## config.mk

```make
export PLATFORM = sky130hd
export DESIGN_NAME = sync_fifo_param_flat
export DESIGN_NICKNAME = d
export VERILOG_FILES = /design/src/rtl/sync_fifo_param_if.sv /design/src/rtl/sync_fifo_param.sv /design/src/flat_wrapper.sv
export SDC_FILE = /design/constraint.sdc
export NUM_CORES = 1
export LEC_CHECK = 0
export CORE_AREA = 5 5 130 132
export DETAILED_ROUTE_END_ITERATION = 6
export DIE_AREA = 0 0 135 137
export PLACE_DENSITY = 0.65
export SLEW_MARGIN = 20
export SYNTH_ARGS = -nofsm -noshare
export SYNTH_HDL_FRONTEND = slang
export SYNTH_SLANG_ARGS = --single-unit
```

## constraint.sdc

```tcl
create_clock -name clk -period 8.8 [get_ports clk]
set_input_delay 1.76 -clock clk [delete_from_list [all_inputs] [get_ports clk]]
set_output_delay 1.76 -clock clk [all_outputs]
set_load 0.01 [all_outputs]
```

## src/rtl/sync_fifo_param_if.sv

```systemverilog
// Bundles the producer/consumer-facing signals of sync_fifo_param.
// master drives requests and write data; slave is the FIFO side.
interface sync_fifo_param_if #(
  parameter int DATA_W = 8,
  parameter int DEPTH  = 16
);
  localparam int AW = $clog2(DEPTH);

  logic              we;
  logic              re;
  logic [DATA_W-1:0] data_in;
  logic [DATA_W-1:0] data_out;
  logic              empty;
  logic              full;
  logic              almost_empty;
  logic              almost_full;
  logic [AW:0]       count;
  logic              overflow;
  logic              underflow;

  modport master (
    output we, re, data_in,
    input  data_out, empty, full, almost_empty, almost_full, count, overflow, underflow
  );

  modport slave (
    input  we, re, data_in,
    output data_out, empty, full, almost_empty, almost_full, count, overflow, underflow
  );
endinterface

```

## src/rtl/sync_fifo_param.sv

```systemverilog
// Parametrised single-clock FIFO with occupancy count, programmable
// almost-full/almost-empty thresholds and registered overflow/underflow pulses.
module sync_fifo_param #(
  parameter int DATA_W   = 8,
  parameter int DEPTH    = 16,
  parameter int AF_LEVEL = 14,
  parameter int AE_LEVEL = 2
) (
  input logic               clk,
  input logic               rst,
  sync_fifo_param_if.slave  bus
);
  localparam int AW = $clog2(DEPTH);
  localparam logic [AW:0] DEPTH_CNT = (AW+1)'(DEPTH);
  localparam logic [AW:0] AF_CNT    = (AW+1)'(AF_LEVEL);
  localparam logic [AW:0] AE_CNT    = (AW+1)'(AE_LEVEL);

  logic [DATA_W-1:0] mem_q [DEPTH];

  logic [AW-1:0]     wr_ptr_q, wr_ptr_d;
  logic [AW-1:0]     rd_ptr_q, rd_ptr_d;
  logic [AW:0]       count_q, count_d;
  logic [DATA_W-1:0] data_out_q, data_out_d;
  logic              overflow_q, overflow_d;
  logic              underflow_q, underflow_d;

  logic empty, full, wr_acc, rd_acc;

  // Flags decode the registered count, so they carry no extra latency.
  assign empty = (count_q == '0);
  assign full  = (count_q == DEPTH_CNT);

  always_comb begin
    wr_acc      = bus.we & ~full;
    rd_acc      = bus.re & ~empty;
    wr_ptr_d    = wr_ptr_q;
    rd_ptr_d    = rd_ptr_q;
    count_d     = count_q;
    data_out_d  = data_out_q;
    overflow_d  = bus.we & full;
    underflow_d = bus.re & empty;

    if (wr_acc) begin
      wr_ptr_d = wr_ptr_q + AW'(1);
    end
    if (rd_acc) begin
      rd_ptr_d   = rd_ptr_q + AW'(1);
      data_out_d = mem_q[rd_ptr_q];
    end

    case ({wr_acc, rd_acc})
      2'b10:   count_d = count_q + (AW+1)'(1);
      2'b01:   count_d = count_q - (AW+1)'(1);
      default: count_d = count_q;
    endcase
  end

  always_ff @(posedge clk) begin
    if (rst) begin
      wr_ptr_q    <= '0;
      rd_ptr_q    <= '0;
      count_q     <= '0;
      data_out_q  <= '0;
      overflow_q  <= 1'b0;
      underflow_q <= 1'b0;
    end else begin
      wr_ptr_q    <= wr_ptr_d;
      rd_ptr_q    <= rd_ptr_d;
      count_q     <= count_d;
      data_out_q  <= data_out_d;
      overflow_q  <= overflow_d;
      underflow_q <= underflow_d;
    end
  end

  // Storage is deliberately left uncleared by reset; the pointers hide stale words.
  always_ff @(posedge clk) begin
    if (!rst && wr_acc) begin
      mem_q[wr_ptr_q] <= bus.data_in;
    end
  end

  assign bus.data_out     = data_out_q;
  assign bus.empty        = empty;
  assign bus.full         = full;
  assign bus.almost_empty = (count_q <= AE_CNT);
  assign bus.almost_full  = (count_q >= AF_CNT);
  assign bus.count        = count_q;
  assign bus.overflow     = overflow_q;
  assign bus.underflow    = underflow_q;
endmodule

```

## src/flat_wrapper.sv

```systemverilog
// flat-port wrapper written by rule: the top's interface ports become plain ports
module sync_fifo_param_flat 
#(
  parameter int DATA_W   = 8,
  parameter int DEPTH    = 16,
  parameter int AF_LEVEL = 14,
  parameter int AE_LEVEL = 2
)
  (clk, rst, bus_we, bus_re, bus_data_in, bus_data_out, bus_empty, bus_full, bus_almost_empty, bus_almost_full, bus_count, bus_overflow, bus_underflow);
  sync_fifo_param_if #(.DATA_W(DATA_W), .DEPTH(DEPTH)) bus_i ();
  input logic clk;
  input logic rst;
  input wire logic [$bits(bus_i.we)-1:0] bus_we;
  input wire logic [$bits(bus_i.re)-1:0] bus_re;
  input wire logic [$bits(bus_i.data_in)-1:0] bus_data_in;
  output wire logic [$bits(bus_i.data_out)-1:0] bus_data_out;
  output wire logic [$bits(bus_i.empty)-1:0] bus_empty;
  output wire logic [$bits(bus_i.full)-1:0] bus_full;
  output wire logic [$bits(bus_i.almost_empty)-1:0] bus_almost_empty;
  output wire logic [$bits(bus_i.almost_full)-1:0] bus_almost_full;
  output wire logic [$bits(bus_i.count)-1:0] bus_count;
  output wire logic [$bits(bus_i.overflow)-1:0] bus_overflow;
  output wire logic [$bits(bus_i.underflow)-1:0] bus_underflow;
  assign bus_i.we = bus_we;
  assign bus_i.re = bus_re;
  assign bus_i.data_in = bus_data_in;
  assign bus_data_out = bus_i.data_out;
  assign bus_empty = bus_i.empty;
  assign bus_full = bus_i.full;
  assign bus_almost_empty = bus_i.almost_empty;
  assign bus_almost_full = bus_i.almost_full;
  assign bus_count = bus_i.count;
  assign bus_overflow = bus_i.overflow;
  assign bus_underflow = bus_i.underflow;
  sync_fifo_param #(.DATA_W(DATA_W), .DEPTH(DEPTH), .AF_LEVEL(AF_LEVEL), .AE_LEVEL(AE_LEVEL)) u_core (.clk(clk), .rst(rst), .bus(bus_i));
endmodule
```

==> impl_metrics.toml, run 1 <==
[hold_path]
hp-start = "u_core.rd_ptr_q[3]"
hold_path_depth = 2
hp-class = "flop to flop"
hold_path_end = "u_core.rd_ptr_q[3]"

[yosys]
yosys-top-cells-count = "128 x edfxtp_1, 32 x mux4_2, 25 x nor2_1"
synthDominantCellAreaShare = 0.6278
synthArstFlopShare = 0
yosys_warnings = 0
synthAdderAreaFrac = 0.01635
syn_nets = 365
synth_mux_area_frac = 0.1508
synth_top_family_by_area = "multiplexers"
yosysMostFrequentCell = "edfxtp_1"
synth_ff_type = "edfxtp_1"
synthTopCellsByArea = "edfxtp_1 63%, mux4_2 12%, dfxtp_1 7.5%, mux2i_1 2.9%, ha_1 1.6%"
synth_edf_count = 128
synth_compound_area_frac = 0.03638
netlist_instances = 345
avgSynthCellArea_sq_um = 17.75
synth_cell_types = 45
synth_seq_cells = 151
synthXorXnorAreaFrac = 0.01001
syn-cell-area_sq_um = 6122
yosys.area_share.simple = 0.06009
synth_seq_area_share = 0.7030
yosysTopAreaCell = "edfxtp_1"

[clocking]
cts_hold_buf = 0
htreeDepth = 4
root_buffer = "clkbuf_16"
numCtsBuffers = 17
cts_buffer_depth = 2
postCtsSetupBuffers = 0
cts.sinks = 151
cts-resized-gates = 0
clkLatencyLatePin_ns = 0.42
clk_pin_slew_ns = 0.06
cts_tree = "yes"

[die]
die_h_um = 137
core_area_sq_um = 15600
initial_core_util = 0.3925
num_rows = 46
io_pins = 31
die_w_um = 135
die-area_sq_um = 18500

[pwr]
p_leak_nw = 2.318
irDropWorstVdd_uv = 146.4
p_per_area_nw_per_um2 = 272.5

[critical_path]
required_ns = 9.11
rrSetupSlack_ns = 5.45
critPathKind = "input port to flop"
end_kind = "flop"
worst-path-max-fanout = 11
cp_data_arrival_time_ns = 4.50
worstRegToRegCells = 8
r2r-end = "u_core.bus.count[4]"
r2r_start = "u_core.bus.count[1]"
critPathLaunchType = "input port"

[detailed_routing]
drc = 0
wl_per_cell_um = 19.91
drt-total-wl_mm = 12.05
drt-initial-drc-count = 186
dr_total_vias = 3129
viasPerCell = 5.172
final_antenna_net_count = 0
first_pass_iters = 4

[finish]
syn_to_final_growth_pct = 18.25
multiInputGateArea_sq_um = 1695
regArea_sq_um = 4305
n_fill_cell = 1325
nets = 396
fin_area_sq_um = 7239
antenna_cells = 0
drive_above_1_share = 0.2108

[grt]
grt_max_degree = 36
antenna_found_initial = 0
overflow = 0
grt_first_pass_wirelength_mm = 19.06
grt_pass1_vias = 3266
track_usage = 0.1426

[sta]
hold_viol = 0
hold_slack_ns = 0.5143
worst_slack_ns = 4.607
fmax_ghz = 0.2385
finClkSkew_ns = 0.007528
setup_viol = 0
fin_crit_ns = 4.193
slew_violations = 0
slew_headroom = 0.4041
tightest_slew_ns = 0.8906
rsz0062_at_grt = "false"
setup_tns_ns = 0
period_share = 0.4765

[placed_design]
place_area_sq_um = 6628
io_buffer_count = 30
place_congestion = 0.7688
hpwl_mm = 7.598
dpl_worst_slack_ns = 4.252

[run]
cap_violations = 0

[status]
status = "finished, final reports clean"
[per-layer routing]
layer  wire [um]  track usage  part of all wire  up-vias
li1            -            -                 -     1434
met1        5303       0.1924              0.44     1571
met2        5652       0.2173              0.47      105
met3         820      0.04154             0.068       19
met4         270      0.06047             0.022        0
met5           0            0                 0        -
[cell type report]
cell class | instances | share of cell area
multi-input cells | 165 | 0.2342
repair buffers | 34 | 0.04563
clock inverters | 10 | 0.01625
inverters | 7 | 0.003629
flip-flops and latches | 151 | 0.5947
well taps | 216 | 0.03733
clock buffers | 22 | 0.06827
[report_power, final]
group | switching (W) | total (W) | leakage [nW] | internal [W]
registers | 0.0000449 | 0.000860 | 1.34 | 0.000815
logic | 0.000190 | 0.000378 | 0.674 | 0.000188
clock network | 0.000279 | 0.000735 | 0.302 | 0.000456
total | 0.000514 | 0.00197 | 2.32 | 0.00146
[cell families (layout without fill, tap and decap cells)]
logic type / count (synthesis) / after routing
flip-flops: 151 / 151
AND/OR/NAND/NOR: 70 / 70
multiplexers: 52 / 52
buffers and inverters: 29 / 73
AO/OA/AOI/OAI: 28 / 28
adder cells (fa/ha/maj): 8 / 8
XOR/XNOR: 7 / 7
[state kept, by name (all words and copies together) (netlist names)]
| signal | cells |
|---|---|
| u_core.bus.underflow | 1 |
| u_core.mem_q | 128 |
| u_core.bus.count | 5 |
| u_core.bus.data_out | 8 |
| u_core.bus.overflow | 1 |
| u_core.wr_ptr_q | 4 |
| u_core.rd_ptr_q | 4 |
[worst max-delay path, cell delays in order]
cell             delay [ns]
clkdlybuf4s50_1        0.53
inv_1                  0.10
a21oi_1                0.32
inv_1                  0.09
ha_1                   0.32
ha_1                   0.40
a31o_2                 0.26
a221oi_1               0.35
mux2_2                 0.37
[worst max path at each step]
stage,startpoint,endpoint,slack (ns)
after floorplan,bus_we,u_core.bus.count[4],5.09
after global placement,rst,u_core.mem_q[3][6],4.19
after detailed placement,bus_we,u_core.bus.count[4],4.25
after CTS,bus_we,u_core.bus.count[4],4.65
after global routing,bus_we,u_core.bus.count[4],4.44
final,bus_we,u_core.bus.count[4],4.61
[metrics by stage]
step	utilization	total power (W)	cells
final	0.4641	0.001973	605
after global routing	0.4641	0.002060	605
after global placement	0.4236	0.001247	573
after detailed placement	0.4249	0.001255	573
after CTS	0.4641	0.001990	605
after floorplan	-	0.001113	345
[placed cells by master (no fill, tap or decap), types with 4 or more instances in the layout]
cell type and count:
mux4_2 32, clkbuf_16 17, nor3_2 4, dfxtp_1 22
clkdlybuf4s50_1 30, ha_1 8, inv_1 6, buf_4 4
edfxtp_1 128, xor2_1 4, mux2i_1 18, nor2_1 25
clkbuf_8 5, nand3b_1 8, nand2_1 12, o221ai_1 8
(Power assumes the default switching activity.)
==> run 2, diff against run 1 <==
--- a/config.mk
+++ b/config.mk
@@ -8,7 +8,7 @@
 export CORE_AREA = 5 5 130 132
 export DETAILED_ROUTE_END_ITERATION = 6
 export DIE_AREA = 0 0 135 137
-export PLACE_DENSITY = 0.65
+export PLACE_DENSITY = 0.67
 export SLEW_MARGIN = 20
 export SYNTH_ARGS = -nofsm -noshare
 export SYNTH_HDL_FRONTEND = slang
==> constraint.sdc (replaced) <==
create_clock -name clk -period 3.35 [get_ports clk]
set_input_delay 0.67 -clock clk [delete_from_list [all_inputs] [get_ports clk]]
set_output_delay 0.67 -clock clk [all_outputs]
set_load 0.01 [all_outputs]
==> run 2 against run 1 <==
Core utilization increased by 0.59 points; largest cell class unchanged; cell area increased by 1.3%; count of clock-buffer cells in the layout decreased by 5; final cell count increased by 3.1%; sequential power increased to 2.6 times the previous value; clock power increased by 150%; sequential share of layout area decreased by 0.74 points; routed wire length decreased by 1.1%; via count increased by 1.6%; non-clock buffer count increased by 20; combinational power increased to 2.7 times the previous value.
==> impl_metrics.toml, run 2 (synthesis results as in run 1) <==
[clocking]
cts_hold_buf = 0
cts_tree = "yes"
clkLatencyLatePin_ns = 0.41
cts.sinks = 151
postCtsSetupBuffers = 0
cts_buffer_depth = 2
clk_pin_slew_ns = 0.06
htreeDepth = 4
numCtsBuffers = 17
root_buffer = "clkbuf_16"
cts-resized-gates = 0

[grt]
grt_first_pass_wirelength_mm = 18.51
antenna_found_initial = 0
track_usage = 0.1359
grt_pass1_vias = 3347
grt_max_degree = 35
overflow = 0

[die]
num_rows = 46
initial_core_util = 0.3925
core_area_sq_um = 15600
die_h_um = 137
die_w_um = 135
die-area_sq_um = 18500
io_pins = 31

[sta]
fin_crit_ns = 2.923
setup_viol = 0
tightest_slew_ns = 0.6572
worst_slack_ns = 0.4270
fmax_ghz = 0.3421
hold_viol = 0
slew_violations = 0
rsz0062_at_grt = "false"
setup_tns_ns = 0
slew_headroom = 0.5578
period_share = 0.8725
finClkSkew_ns = 0.006510

[pwr]
irDropWorstVdd_uv = 501.3
total_power_w = 0.005106
p_leak_nw = 2.377
p_per_area_nw_per_um2 = 696.5

[run]
cap_violations = 0

[critical_path]
end_kind = "flop"
critPathMaxStageDelay_ns = 0.61
cp_data_arrival_time_ns = 3.23
path_cells = "or4_4 -> o21ai_4 -> inv_2 -> ha_1 -> ha_1 -> a31o_2 -> a221oi_1 -> mux2_2"
path_common_cell = "ha_1"
worst-path-max-fanout = 12
critPathLaunchType = "flop"
critPathKind = "flop to flop"
required_ns = 3.65
cp_slowest_cell = "or4_4"

[hold_path]
hp-class = "flop to flop"

[placed_design]
io_buffer_count = 30
dpl_worst_slack_ns = 0.1617
place_congestion = 0.7965
hpwl_mm = 7.596

[detailed_routing]
wl_per_cell_um = 19.10
viasPerCell = 5.093
first_pass_iters = 4
wl_met3_um = 906
top_layer = "met4"
drt-initial-drc-count = 184
dr_total_vias = 3178
wl_met1_mm = 5.074
final_antenna_net_count = 0
drc = 0
drt-total-wl_mm = 11.92
met2WireLength_mm = 5.821

[finish]
top_register = "u_core.mem_q"
drive_above_1_share = 0.2304
n_fill_cell = 1332
nets = 416
largest_reg_flops = 128
syn_to_final_growth_pct = 19.74
final_common_cell = "edfxtp_1"
antenna_cells = 0
final_cell_mix = "128 x edfxtp_1, 32 x mux4_2, 30 x clkdlybuf4s50_1"

[status]
status = "finished, final reports clean"
## run 2: cell types whose count changed in the layout (fill, tap and decap cells not counted), moves of 3 or more
cell / change
buf_4: +20
inv_6: +4
clkinv_2: -3
nor3_1: +4
nor3_2: -4
clkinv_1: +3
clkbuf_8: -5
## run 2: critical path: cells and delay by family (launching register included)
family	cells	cell delay (ns)
AO/OA/AOI/OAI	3	0.71
adder cells (fa/ha/maj)	2	0.63
AND/OR/NAND/NOR	1	0.61
flip-flops	1	0.42
multiplexers	1	0.36
buffers and inverters	1	0.08
## run 2: final timing paths
kind,start,depth (start not counted),end,slack [ns]
min,u_core.rd_ptr_q[1],2,u_core.rd_ptr_q[1],0.49
min reg2reg,u_core.rd_ptr_q[1],2,u_core.rd_ptr_q[1],0.49
max reg2reg,u_core.bus.count[1],8,u_core.bus.count[4],0.43
max,u_core.bus.count[1],8,u_core.bus.count[4],0.43
## run 2: final cells by class
type	instances	area [sq um]	area share
flip-flops and latches	151	4305	0.5873
multi-input cells	165	1675	0.2285
repair buffers	54	480.5	0.06554
clock buffers	17	425.4	0.05803
well taps	216	270.3	0.03687
clock inverters	14	147.6	0.02014
inverters	7	26.28	0.003584
## run 2: metal layers
metal  global-route usage  up-vias
met2               0.2235      101
met1               0.1749     1585
met5                    0        -
met3              0.04485       13
li1                     -     1479
met4              0.03583        0
## run 2: metrics by stage
stage | utilization | cell area (sq um) | hold slack, ns | cells
finish | 0.4700 | 7331 | 0.4870 | 624
CTS | 0.4700 | 7331 | 0.4940 | 624
floorplan | - | 6122 | 0.4829 | 345
detailed placement | 0.4333 | 6758 | 0.4847 | 593
global route | 0.4700 | 7331 | 0.5098 | 624
global placement | 0.4333 | 6758 | 0.4727 | 593
## run 2: report_power, final
part	internal [W]	leakage, nW	total (W)	switching, W
clock	0.00110	0.274	0.00183	0.000734
combinational	0.000515	0.762	0.00102	0.000507
sequential	0.00214	1.34	0.00225	0.000113
==> run 3, diff against run 2 <==
--- a/config.mk
+++ b/config.mk
@@ -8,7 +8,7 @@
 export CORE_AREA = 5 5 130 132
 export DETAILED_ROUTE_END_ITERATION = 6
 export DIE_AREA = 0 0 135 137
-export PLACE_DENSITY = 0.67
+export PLACE_DENSITY = 0.65
 export SLEW_MARGIN = 20
 export SYNTH_ARGS = -nofsm -noshare
 export SYNTH_HDL_FRONTEND = slang
==> constraint.sdc (replaced) <==
create_clock -name clk -period 2.9 [get_ports clk]
set_input_delay 0.58 -clock clk [delete_from_list [all_inputs] [get_ports clk]]
set_output_delay 0.58 -clock clk [all_outputs]
set_load 0.01 [all_outputs]
==> run 3 against run 2 <==
Worst setup slack got worse by 0.26 ns; combinational power rose by 28%; hold slack improved by 0.030 ns; largest power group unchanged; die area did not move; sequential power rose by 15%; cell area rose by 1.3%; critical path depth did not move; first-iteration DRC count rose by 27%.
==> impl_metrics.toml, run 3 (synthesis results as in run 1) <==
[die]
die_w_um = 135
num_rows = 46
initial_core_util = 0.3925
core_area_sq_um = 15600
io_pins = 31
die_h_um = 137
die-area_sq_um = 18500

[clocking]
cts.sinks = 151
clkLatencyLatePin_ns = 0.41
htreeDepth = 4
cts-resized-gates = 0
clk_pin_slew_ns = 0.06
cts_tree = "yes"
cts_hold_buf = 0
postCtsSetupBuffers = 0
cts_buffer_depth = 2
numCtsBuffers = 17
root_buffer = "clkbuf_16"

[detailed_routing]
wl_per_cell_um = 19.01
drc = 0
drt-initial-drc-count = 234
first_pass_iters = 4
drt-total-wl_mm = 12.11
dr_total_vias = 3200
final_antenna_net_count = 0
viasPerCell = 5.024

[grt]
grt_pass1_vias = 3333
antenna_found_initial = 0
grt_first_pass_wirelength_mm = 19.27
overflow = 0
track_usage = 0.1413
grt_max_degree = 35

[sta]
period_share = 0.9411
hold_viol = 0
fin_crit_ns = 2.729
setup_viol = 0
rsz0062_at_grt = "false"
slew_violations = 0
finClkSkew_ns = 0.006206
fmax_ghz = 0.3664
slew_headroom = 0.5994
tightest_slew_ns = 0.5974

[critical_path]
worst-path-max-fanout = 5
worstRegToRegCells = 8
end_kind = "flop"
path_cells = "or4_4 -> o21ai_4 -> inv_2 -> ha_1 -> ha_1 -> a31o_2 -> a221oi_2 -> mux2_2"
r2r_start = "u_core.bus.count[0]"
critPathLaunchType = "flop"
critPathKind = "flop to flop"
path_common_cell = "ha_1"
r2r-end = "u_core.bus.count[4]"
required_ns = 3.20
cp_data_arrival_time_ns = 3.03
cp_slowest_cell = "or4_4"
rrSetupSlack_ns = 0.17
critPathMaxStageDelay_ns = 0.59

[finish]
antenna_cells = 0
syn_to_final_growth_pct = 21.25
finalNonFillerCells = 637
final_common_cell = "edfxtp_1"
nets = 428
final_cell_mix = "128 x edfxtp_1, 36 x buf_4, 32 x mux4_2"
largest_reg_flops = 128
fin_area_sq_um = 7423
utilization = 0.4759
drive_above_1_share = 0.2518
top_register = "u_core.mem_q"

[hold_path]
hold_path_depth = 2
hold_path_end = "u_core.bus.data_out[6]"
hp-start = "u_core.bus.data_out[6]"
hp-class = "flop to flop"

[placed_design]
hpwl_mm = 7.728
dp_cells = 605
place_area_sq_um = 6848
io_buffer_count = 30
place_congestion = 0.7911

[run]
cap_violations = 0

[pwr]
total_power_w = 0.005997
irDropWorstVdd_uv = 448.2
p_per_area_nw_per_um2 = 807.9
p_leak_nw = 2.435

[status]
status = "finished, final reports clean"
-- run 3: changes by cell type in the layout (fill, tap and decap cells not counted), sizes merged --
cell | before | now
clkinv | 5 | 7
clkbuf | 17 | 19
inv | 12 | 9
buf | 24 | 36
-- run 3: metal layers --
| layer | part of all wire | track usage |
|---|---|---|
| met1 | 0.46 | 0.1969 |
| met2 | 0.48 | 0.2204 |
| met3 | 0.058 | 0.03897 |
| met4 | 0.0060 | 0.03863 |
| met5 | 0 | 0 |
-- run 3: worst max-delay path by stage --
stage                                    from             endpoint  depth (start not counted)
after CTS                 u_core.bus.count[0]  u_core.bus.count[4]                          8
after detailed placement               bus_we  u_core.bus.count[4]                          9
after global routing      u_core.bus.count[0]  u_core.bus.count[4]                          8
after floorplan           u_core.bus.count[0]  u_core.bus.count[4]                         11
after global placement                 bus_we  u_core.bus.count[4]                          9
final                     u_core.bus.count[0]  u_core.bus.count[4]                          8
-- run 3: power by group --
group | internal [W] | total (W) | switching [W]
Clock | 0.00126 | 0.00210 | 0.000839
Sequential | 0.00247 | 0.00259 | 0.000115
Combinational | 0.000684 | 0.00131 | 0.000626
-- run 3: through the flow --
step	setup TNS (ns)	hold slack, ns	setup WS [ns]
global route	0	0.5474	0.05915
finish	0	0.5168	0.1708
floorplan	0	0.4829	0.08481
CTS	0	0.5227	0.08696
global placement	-0.02083	0.5037	-0.02083
detailed placement	-0.1356	0.4980	-0.1356
-- run 3: cell type report --
class	count	area [sq um]
Fill cell	1314	8174
Sequential cell	151	4305
Clock inverter	13	130.1
Inverter	7	26.28
Timing Repair Buffer	66	570.5
Tap cell	216	270.3
Multi-Input combinational cell	165	1688
Clock buffer	19	432.9
-- run 3: critical path: cells and delay by family, from the launching register on --
kind            cells  cell delay (ns)
flops               1             0.31
compound gates      3             0.70
simple gates        1             0.59
mux                 1             0.37
fa+ha+maj           2             0.61
buf+inv             1             0.05
==> RTL change: new RTL, settings of run 2 <==
`DEPTH` is set to 16 in 3 places; all go to 8.
--- a/src/rtl/sync_fifo_param_if.sv
+++ b/src/rtl/sync_fifo_param_if.sv
@@ -2,7 +2,7 @@
 // master drives requests and write data; slave is the FIFO side.
 interface sync_fifo_param_if #(
   parameter int DATA_W = 8,
-  parameter int DEPTH  = 16
+  parameter int DEPTH  = 8
 );
   localparam int AW = $clog2(DEPTH);
 
--- a/src/rtl/sync_fifo_param.sv
+++ b/src/rtl/sync_fifo_param.sv
@@ -2,7 +2,7 @@
 // almost-full/almost-empty thresholds and registered overflow/underflow pulses.
 module sync_fifo_param #(
   parameter int DATA_W   = 8,
-  parameter int DEPTH    = 16,
+  parameter int DEPTH    = 8,
   parameter int AF_LEVEL = 14,
   parameter int AE_LEVEL = 2
 ) (
--- a/src/flat_wrapper.sv
+++ b/src/flat_wrapper.sv
@@ -2,7 +2,7 @@
 module sync_fifo_param_flat 
 #(
   parameter int DATA_W   = 8,
-  parameter int DEPTH    = 16,
+  parameter int DEPTH    = 8,
   parameter int AF_LEVEL = 14,
   parameter int AE_LEVEL = 2
 )
Interface: changed (resized bus_count); port bits go from 31 to 30. No check against the original RTL was run, so the function may have changed too.
==> RTL change against run 2 <==
Worst setup slack better by 190 ps; wire length is 45% lower; power is 39% lower; area after synthesis is 45% lower; fmax is 7.1% higher; critical path depth is 5 lower; combinational power is 30% lower; largest power group unchanged; sequential cell count is 67 lower; final area is 42% lower.
==> RTL change: results (changes against run 2) <==
INFO  outcome        status=complete, no violations [unchanged]
INFO  synthesis      synth-xor-area-share=1.31% [was 1.00%]
INFO  detailed_routing drt_iter0_markers=119 [was 184]
INFO  global_routing grt_pass1_vias=1861 [was 3347]
INFO  detailed_routing highest_signal_layer_in_the_routed_design=met5 [was met4]
INFO  cells_and_area n_fill_cell=1551 [was 1332]
INFO  place          placed_cell_area=0.00391mm² [was 0.00676 mm²]
INFO  pwr            ir_worst_vdd=0.267mV [was 0.501 mV]
INFO  place          io_buffer_count=29 [was 30]
INFO  pwr            power_frac_comb=23.0% [was 20.0%]
INFO  global_routing number_of_antenna_violations_at_the_first_check_in_global_routing=1 [was 0]
INFO  pwr            p_leak=1.38nW [was 2.38 nW]
INFO  clock_network  cts_inserted_buffers=9 [was 17]
INFO  sta            fin_crit_sh=81.5% [was 87.3%]
INFO  place          detailedPlacementHpwl=4390µm [was 7600 µm]
INFO  sta            finClkSkew=8.35ps [was 6.51 ps]
INFO  synthesis      number_of_enable_type_register_cells_in_the_synthesized_netlist=64 [was 128]
INFO  critical_path  cpMaxStageDelayCell=sky130_fd_sc_hd__or4b_1 [was sky130_fd_sc_hd__or4_4]
INFO  global_routing met3_usage=2.94% [was 4.49%]
INFO  clock_network  h-tree-depth=3 [was 4]
INFO  cells_and_area layout-drive-gt1-share=21.5% [was 23.0%]
INFO  detailed_routing total_routed_wire_length_on_the_met1_layer=2710µm [was 5070 µm]
INFO  critical_path  reg2reg_slack=720ps [was 430 ps]
INFO  global_routing grt_first_pass_wirelength=10500µm [was 18500 µm]
INFO  detailed_routing avgRoutedWirePerCell=14.2µm [was 19.1 µm]
INFO  clock_network  clock_latency=340ps [was 410 ps]
INFO  detailed_routing detailroute.wirelength.met2=3370µm [was 5820 µm]
INFO  synthesis      synth-adder-area-share=1.50% [was 1.63%]
INFO  global_routing global_route.usage.total=7.74% [was 13.6%]
INFO  synthesis      yosys-mux-area-fraction=11.7% [was 15.1%]
INFO  worst_hold_path hold_path_end=u_core.bus.data_out[6] [was u_core.rd_ptr_q[1]]
INFO  pwr            internal_power=2.25mW [was 3.75 mW]
INFO  critical_path  worstSetupEndpoint=bus_full [was u_core.bus.count[4]]
INFO  synthesis      syn-num-nets=217 [was 365]
INFO  cells_and_area num-nets-final=257 [was 416]
INFO  synthesis      synth_cell_type_count=39 [was 45]
INFO  pwr            p_per_area=729mW/mm² [was 696 mW/mm²]
INFO  place          gp_congestion=0.733 [was 0.797]
INFO  critical_path  r2r-end=u_core.bus.count[2] [was u_core.bus.count[4]]
INFO  synthesis      synth_compound_area_share=3.60% [was 3.64%]
INFO  critical_path  cp_top_family=simple AND/OR/NAND/NOR gates [was compound AO/OA/AOI/OAI gates]
INFO  detailed_routing met3WireLength=315µm [was 906 µm]
[RTL change: changes by cell type after synthesis, moves of 6 or more]
cell | before | now
sky130_fd_sc_hd__mux2i_1 | 18 | 2
sky130_fd_sc_hd__inv_1 | 6 | 0
sky130_fd_sc_hd__nor3_2 | 0 | 8
sky130_fd_sc_hd__o22ai_1 | 0 | 10
sky130_fd_sc_hd__edfxtp_1 | 128 | 64
sky130_fd_sc_hd__clkbuf_1 | 7 | 1
sky130_fd_sc_hd__mux4_2 | 32 | 16
sky130_fd_sc_hd__nand3b_1 | 8 | 0
sky130_fd_sc_hd__o221ai_1 | 8 | 0
sky130_fd_sc_hd__nand2_1 | 12 | 5
[RTL change: cell type report]
type,count,area (µm²),share of cell area (%)
Inverter,1,3.75,0.0884
Sequential cell,84,2320,54.7
Clock inverter,7,106,2.51
Tap cell,216,270,6.37
Timing Repair Buffer,40,373,8.78
Multi-Input combinational cell,105,945,22.3
Clock buffer,9,225,5.31
